--- src/rtl/ps_frame_pkg.sv ---
// Shared frame constants and parser state type for the power-supply trigger link.
// Imported by both the receive parser and the transmit-side frame builder.
package ps_frame_pkg;

    localparam logic [7:0] K_SOP       = 8'h3C;
    localparam logic [7:0] K_EOP       = 8'hBC;
    localparam logic [7:0] CMD_TRIGGER = 8'h70;
    localparam logic [7:0] CMD_STATUS  = 8'h40;
    localparam int         FRAME_LEN   = 10;

    typedef enum logic [1:0] {
        IDLE,
        PAYLOAD,
        EOP_WAIT
    } frame_state_e;

    function automatic logic is_command(input logic [7:0] b);
        return (b == CMD_TRIGGER) || (b == CMD_STATUS);
    endfunction

endpackage

--- src/rtl/ps_frame_rx_if.sv ---
// Byte-stream input and strobe/counter output bundle of the frame parser.
// master = decoder/consumer side, slave = the parser itself.
interface ps_frame_rx_if #(
    parameter int CNT_W = 16
);
    logic             rx_valid;
    logic [7:0]       rx_data;
    logic             rx_is_k;
    logic             rx_code_err;
    logic             trig_pulse;
    logic             status_pulse;
    logic             frame_err;
    logic [CNT_W-1:0] good_count;
    logic [CNT_W-1:0] err_count;
    logic             in_frame;

    modport master (
        output rx_valid, rx_data, rx_is_k, rx_code_err,
        input  trig_pulse, status_pulse, frame_err, good_count, err_count, in_frame
    );

    modport slave (
        input  rx_valid, rx_data, rx_is_k, rx_code_err,
        output trig_pulse, status_pulse, frame_err, good_count, err_count, in_frame
    );
endinterface

--- src/rtl/sat_counter.sv ---
// Up-counter that sticks at all-ones instead of wrapping.
module sat_counter #(
    parameter int WIDTH = 16
) (
    input  logic             clk,
    input  logic             rst_n,
    input  logic             inc_i,
    output logic [WIDTH-1:0] count_o
);
    logic [WIDTH-1:0] count_q;

    always_ff @(posedge clk or negedge rst_n) begin
        if (!rst_n) begin
            count_q <= '0;
        end else if (inc_i && (count_q != '1)) begin
            count_q <= count_q + 1'b1;
        end
    end

    assign count_o = count_q;
endmodule

--- src/rtl/ps_frame_rx.sv ---
// Receive-side parser for the 10-byte SOP/payload/EOP trigger frame; emits one
// registered strobe per good or bad frame and keeps saturating frame counters.
module ps_frame_rx
    import ps_frame_pkg::*;
#(
    parameter int TIMEOUT = 64,
    parameter int CNT_W   = 16
) (
    input  logic         clk,
    input  logic         rst_n,
    ps_frame_rx_if.slave bus
);
    localparam int GAP_W = $clog2(TIMEOUT + 1);

    frame_state_e     state_q, state_d;
    logic [3:0]       idx_q, idx_d;
    logic             trig_cmd_q, trig_cmd_d;
    logic [GAP_W-1:0] gap_q, gap_d;
    logic             trig_q, status_q, err_q, in_frame_q;
    logic             trig_d, status_d, err_d;
    logic             is_sop, byte_bad;
    logic [CNT_W-1:0] good_cnt, err_cnt;

    // A byte carrying a code error never counts as a usable SOP, so it is
    // dropped in IDLE and cannot resync an errored frame.
    always_comb begin
        is_sop     = bus.rx_valid && bus.rx_is_k && (bus.rx_data == K_SOP) && !bus.rx_code_err;
        byte_bad   = 1'b0;
        state_d    = state_q;
        idx_d      = idx_q;
        trig_cmd_d = trig_cmd_q;
        gap_d      = gap_q;
        trig_d     = 1'b0;
        status_d   = 1'b0;
        err_d      = 1'b0;
        case (state_q)
            IDLE: begin
                if (is_sop) begin
                    state_d = PAYLOAD;
                    idx_d   = 4'd1;
                    gap_d   = '0;
                end
            end
            PAYLOAD, EOP_WAIT: begin
                if (bus.rx_valid) begin
                    gap_d = '0;
                    if (bus.rx_code_err)        byte_bad = 1'b1;
                    else if (state_q == EOP_WAIT) byte_bad = !(bus.rx_is_k && (bus.rx_data == K_EOP));
                    else if (bus.rx_is_k)       byte_bad = 1'b1;
                    else if (idx_q == 4'd2)     byte_bad = !is_command(bus.rx_data);
                    else                        byte_bad = (bus.rx_data != 8'h00);

                    if (byte_bad) begin
                        err_d   = 1'b1;
                        state_d = is_sop ? PAYLOAD : IDLE;
                        idx_d   = is_sop ? 4'd1 : 4'd0;
                    end else if (state_q == EOP_WAIT) begin
                        trig_d   = trig_cmd_q;
                        status_d = !trig_cmd_q;
                        state_d  = IDLE;
                        idx_d    = 4'd0;
                    end else begin
                        if (idx_q == 4'd2) trig_cmd_d = (bus.rx_data == CMD_TRIGGER);
                        idx_d = idx_q + 4'd1;
                        if (idx_q == 4'(FRAME_LEN - 2)) state_d = EOP_WAIT;
                    end
                end else if (gap_q == GAP_W'(TIMEOUT - 1)) begin
                    err_d   = 1'b1;
                    state_d = IDLE;
                    idx_d   = 4'd0;
                    gap_d   = '0;
                end else begin
                    gap_d = gap_q + 1'b1;
                end
            end
            default: state_d = IDLE;
        endcase
    end

    always_ff @(posedge clk or negedge rst_n) begin
        if (!rst_n) begin
            state_q    <= IDLE;
            idx_q      <= '0;
            trig_cmd_q <= 1'b0;
            gap_q      <= '0;
            trig_q     <= 1'b0;
            status_q   <= 1'b0;
            err_q      <= 1'b0;
            in_frame_q <= 1'b0;
        end else begin
            state_q    <= state_d;
            idx_q      <= idx_d;
            trig_cmd_q <= trig_cmd_d;
            gap_q      <= gap_d;
            trig_q     <= trig_d;
            status_q   <= status_d;
            err_q      <= err_d;
            in_frame_q <= (state_d != IDLE);
        end
    end

    // Counters take the next-state strobes so they change alongside the strobe outputs.
    sat_counter #(.WIDTH(CNT_W)) u_good_cnt (
        .clk     (clk),
        .rst_n   (rst_n),
        .inc_i   (trig_d | status_d),
        .count_o (good_cnt)
    );

    sat_counter #(.WIDTH(CNT_W)) u_err_cnt (
        .clk     (clk),
        .rst_n   (rst_n),
        .inc_i   (err_d),
        .count_o (err_cnt)
    );

    assign bus.trig_pulse   = trig_q;
    assign bus.status_pulse = status_q;
    assign bus.frame_err    = err_q;
    assign bus.in_frame     = in_frame_q;
    assign bus.good_count   = good_cnt;
    assign bus.err_count    = err_cnt;
endmodule

--- src/flat_wrapper.sv ---
// flat-port wrapper written by rule: the top's interface ports become plain ports
module ps_frame_rx_flat import ps_frame_pkg::*;
#(
    parameter int TIMEOUT = 64,
    parameter int CNT_W   = 16
)
  (clk, rst_n, bus_rx_valid, bus_rx_data, bus_rx_is_k, bus_rx_code_err, bus_trig_pulse, bus_status_pulse, bus_frame_err, bus_good_count, bus_err_count, bus_in_frame);
  ps_frame_rx_if #(.CNT_W(CNT_W)) bus_i ();
  input  logic clk;
  input  logic rst_n;
  input wire logic [$bits(bus_i.rx_valid)-1:0] bus_rx_valid;
  input wire logic [$bits(bus_i.rx_data)-1:0] bus_rx_data;
  input wire logic [$bits(bus_i.rx_is_k)-1:0] bus_rx_is_k;
  input wire logic [$bits(bus_i.rx_code_err)-1:0] bus_rx_code_err;
  output wire logic [$bits(bus_i.trig_pulse)-1:0] bus_trig_pulse;
  output wire logic [$bits(bus_i.status_pulse)-1:0] bus_status_pulse;
  output wire logic [$bits(bus_i.frame_err)-1:0] bus_frame_err;
  output wire logic [$bits(bus_i.good_count)-1:0] bus_good_count;
  output wire logic [$bits(bus_i.err_count)-1:0] bus_err_count;
  output wire logic [$bits(bus_i.in_frame)-1:0] bus_in_frame;
  assign bus_i.rx_valid = bus_rx_valid;
  assign bus_i.rx_data = bus_rx_data;
  assign bus_i.rx_is_k = bus_rx_is_k;
  assign bus_i.rx_code_err = bus_rx_code_err;
  assign bus_trig_pulse = bus_i.trig_pulse;
  assign bus_status_pulse = bus_i.status_pulse;
  assign bus_frame_err = bus_i.frame_err;
  assign bus_good_count = bus_i.good_count;
  assign bus_err_count = bus_i.err_count;
  assign bus_in_frame = bus_i.in_frame;
  ps_frame_rx #(.TIMEOUT(TIMEOUT), .CNT_W(CNT_W)) u_core (.clk(clk), .rst_n(rst_n), .bus(bus_i));
endmodule
--- config.mk ---
export PLATFORM = sky130hd
export DESIGN_NAME = ps_frame_rx_flat
export DESIGN_NICKNAME = d
export VERILOG_FILES = /design/src/rtl/ps_frame_pkg.sv /design/src/rtl/ps_frame_rx_if.sv /design/src/rtl/sat_counter.sv /design/src/rtl/ps_frame_rx.sv /design/src/flat_wrapper.sv
export SDC_FILE = /design/constraint.sdc
export NUM_CORES = 1
export LEC_CHECK = 0
export ABC_AREA = 0
export CAP_MARGIN = 20
export CORE_ASPECT_RATIO = 1.4
export CORE_MARGIN = 2
export CORE_UTILIZATION = 53
export CTS_BUF_LIST = sky130_fd_sc_hd__clkbuf_2 sky130_fd_sc_hd__clkbuf_4 sky130_fd_sc_hd__clkbuf_8
export DETAILED_ROUTE_END_ITERATION = 8
export GPL_ROUTABILITY_DRIVEN = 0
export GPL_TIMING_DRIVEN = 0
export HOLD_SLACK_MARGIN = 0.15
export PLACE_DENSITY = 0.84
export SYNTH_ARGS = -nofsm -noshare
export SYNTH_HDL_FRONTEND = slang
export SYNTH_SLANG_ARGS = --single-unit
--- constraint.sdc ---
create_clock -name clk -period 5.34 [get_ports clk]
set_clock_uncertainty 0.2 [all_clocks]
set_input_delay 0.801 -clock clk [delete_from_list [all_inputs] [get_ports clk]]
set_output_delay 0.801 -clock clk [all_outputs]
set_load 0.005 [all_outputs]
==> results.sh <==
export IMPL_design_die_area_um2=5994
export IMPL_grt_busiest_layer="met2"
export IMPL_grt_ovfl_total=0
export IMPL_ant_nets=0
export IMPL_numCtsBuffers=5
export IMPL_die_x_um=66.01
export IMPL_drt_first_iter_violations=120
export IMPL_hold_class="in2async"
export IMPL_post_dp_cell_area_um2=3431
export IMPL_dpl_hpwl_um=4761
export IMPL_synthToLayoutAreaGrowth_pct=24.25
export IMPL_post_cts_hold_buffer_count=0
export IMPL_synthCells=280
export IMPL_die_height_um=90.81
export IMPL_drt_total_wl_um=6287
export IMPL_number_of_max_slew_violations_in_the_final_report=0
export IMPL_timing_setup_tns_ns=0
export IMPL_cts_resized=0
export IMPL_io_pins=49
export IMPL_max_freq_mhz=352.3
export IMPL_via_count=2390
export IMPL_avgSynthCellArea_um2=10.19
export IMPL_tritoncts="yes"
export IMPL_run_status="finished clean"
export IMPL_timing_final_crit_share=0.5315
export IMPL_grt_start_max_net_pins=28
export IMPL_clkLatencyLatePin_ns=0.31
export IMPL_grt_pass1_vias=2414
export IMPL_clkSlewWorstSetupHoldPaths_ns=0.09
export IMPL_placementRows=31
export IMPL_post_layout_nets=358
export IMPL_cp_start_kind="primary input"
export IMPL_setup_violations=0
export IMPL_ys_flop_type="dfrtp_1"
export IMPL_met3_usage=0.04115
export IMPL_yosys_cell_types_count=57
export IMPL_vdd_ir_max_mv=0.1902
export IMPL_maxCapViolations=0
export IMPL_hold_viol_final=0
export IMPL_path_class="in2reg"
export IMPL_ctsRootBufferMaster="clkbuf_8"
export IMPL_worst_setup_path_end_kind="flip-flop"
export IMPL_worst_path_arrival_time_ns=2.83
export IMPL_critical_path_required_ns=5.33
export IMPL_drt_pass1_iter_count=4
export IMPL_seq_area_frac_synth=0.4386
export IMPL_ctsHtreeMaxLevel=2
export IMPL_setup_repair_after_global_routing_missed_its_margin="no"
export IMPL_diode_count=0
export IMPL_async_reset_ff_frac=1.000
export IMPL_maxSlewHeadroom=0.4729
export IMPL_grt_usage=0.2298
export IMPL_global_route_wire_length_before_repair_um=10900
export IMPL_p_leak_nw=1.475
export IMPL_critical_path_peak_fanout=10
export IMPL_syn_cell_area_um2=2853
export IMPL_ctsLongestPathBuffers=2
export IMPL_yosysWarnings=0
export IMPL_post_cts_repair_setup_buffers=0
export IMPL_postLayoutCellArea_um2=3545
export IMPL_port_buffer_count=48
export IMPL_synth_enable_flop_cells=0
export IMPL_groute_layer_met1_usage=0.2688
export IMPL_final_layout_size_suffix_gt1_frac=0.1098
export IMPL_vias_per_cell=5.931
export IMPL_antenna_violations_before_repair=0
export IMPL_initial_utilization=0.5489
export IMPL_final_period_minus_worst_setup_slack_ns=2.838
export IMPL_worst_slew_pin_slew_ns=0.7846
export IMPL_power_density_nw_per_um2=198.6
export IMPL_totalPowerFinal_w=0.0007039
export IMPL_mappedNetlistNets=302
export IMPL_post_drt_wl_per_cell_um=15.60
export IMPL_tritoncts_num_sinks=50
export IMPL_ys_ff_latch=50
export IMPL_drt_drc_violations_left=0
export IMPL_grt_use_met2=0.4015
export IMPL_core_um2=5197
[kinds of logic (layout without fill, tap and decap cells)]
logic type	after synthesis	count (layout)	synth area share
compound gates	53	53	0.1439
xor+xnor	25	25	0.07675
fa+ha+maj	9	9	0.03947
buf+inv	13	70	0.02281
flops	50	50	0.4386
mux	7	7	0.03158
simple gates	123	123	0.2469
[worst max-delay path, stage by stage]
cell and delay, ns:
clkdlybuf4s50_1 0.49, nand4b_1 0.27, nor3_1 0.38, o311a_2 0.35, buf_2 0.25, nand4_1 0.13, xnor2_1 0.15
[layout by cell type, fill, tap and decap left out, types with 5 or more instances in the layout]
cell type / netlist / routed
dfrtp_1: 50 / 50
clkdlybuf4s50_1: 0 / 47
nand2_1: 31 / 31
xnor2_1: 19 / 19
nand3_1: 15 / 15
o21ai_0: 14 / 14
nor2_1: 12 / 12
nand4_1: 12 / 12
and3_1: 10 / 10
ha_1: 9 / 9
inv_1: 7 / 7
a21oi_1: 6 / 6
nor4_1: 6 / 6
xor2_1: 6 / 6
nor2b_1: 5 / 5
nor3_1: 5 / 5
clkbuf_8: 0 / 5
[worst paths after layout]
check	start	slack (ns)	cells after the start	endpoint
max in group asynchronous	rst_n	4.13	2	u_core.u_good_cnt.count_o[8]$_DFFE_PN0P_
hold / removal	rst_n	0.27	1	u_core.trig_cmd_q$_DFFE_PN0P_
setup / recovery	bus_rx_data[6]	2.50	7	u_core.u_good_cnt.count_o[14]$_DFFE_PN0P_
hold reg to reg	u_core.trig_cmd_q$_DFFE_PN0P_	0.27	1	u_core.bus.status_pulse$_DFF_PN0_
setup reg to reg	u_core.state_q[1]$_DFF_PN0_	2.84	6	u_core.u_err_cnt.count_o[1]$_DFFE_PN0P_
min in group clk	u_core.trig_cmd_q$_DFFE_PN0P_	0.27	1	u_core.bus.status_pulse$_DFF_PN0_
[layer usage]
| layer | wire length [µm] | share of wire |
|---|---|---|
| met1 | 2665 | 0.42 |
| met2 | 3224 | 0.51 |
| met3 | 236 | 0.038 |
| met4 | 161 | 0.026 |
| met5 | 0 | 0 |
[state kept, by name, summed over array words and instances (netlist names)]
name	cells
u_core.u_err_cnt.count_o	16
u_core.u_good_cnt.count_o	16
u_core.gap_q	7
u_core.idx_q	4
u_core.state_q	2
u_core.bus.frame_err	1
u_core.bus.in_frame	1
u_core.bus.status_pulse	1
u_core.bus.trig_pulse	1
u_core.trig_cmd_q	1
[through the flow]
step	util	instances	worst slack [ns]	hold slack (ns)
final	0.6820	403	2.502	0.2677
after global routing	0.6820	403	2.402	0.2801
after CTS	0.6820	403	2.557	0.2729
after detailed placement	0.6601	395	2.231	0.2575
after global placement	0.6572	394	1.781	0.2188
after floorplan	-	280	2.870	0.2107
[final cells by class]
| cell class | instances | area [µm²] |
|---|---|---|
| timing repair buffer | 49 | 495.5 |
| multi-input combinational | 217 | 1536 |
| inverter | 7 | 26.28 |
| fill | 419 | 1653 |
| tap | 66 | 82.58 |
| sequential | 50 | 1251 |
| clock inverter | 2 | 37.54 |
| buffer | 6 | 38.79 |
| clock buffer | 6 | 76.32 |
[where the power goes]
group          total (W)  internal [W]  switching, W
Clock           0.000272      0.000145      0.000127
Combinational  0.0000443     0.0000227     0.0000217
Sequential      0.000387      0.000382    0.00000488
Total           0.000704      0.000550      0.000154
[cells in the mapped netlist, drive strengths merged, types with 6 or more instances]
master,n,area [µm²]
and3,10,62.56
nand3,16,85.08
nand4,13,87.58
nand2,31,116.4
mux2,7,90.08
nor4,6,37.54
nor2,12,45.04
o21ai,16,95.10
a21oi,10,65.06
nor3,6,35.03
xnor2,19,166.4
dfrtp,50,1251
ha,9,112.6
inv,7,26.28
xor2,6,52.55
Power figures use the tool's default switching activity.
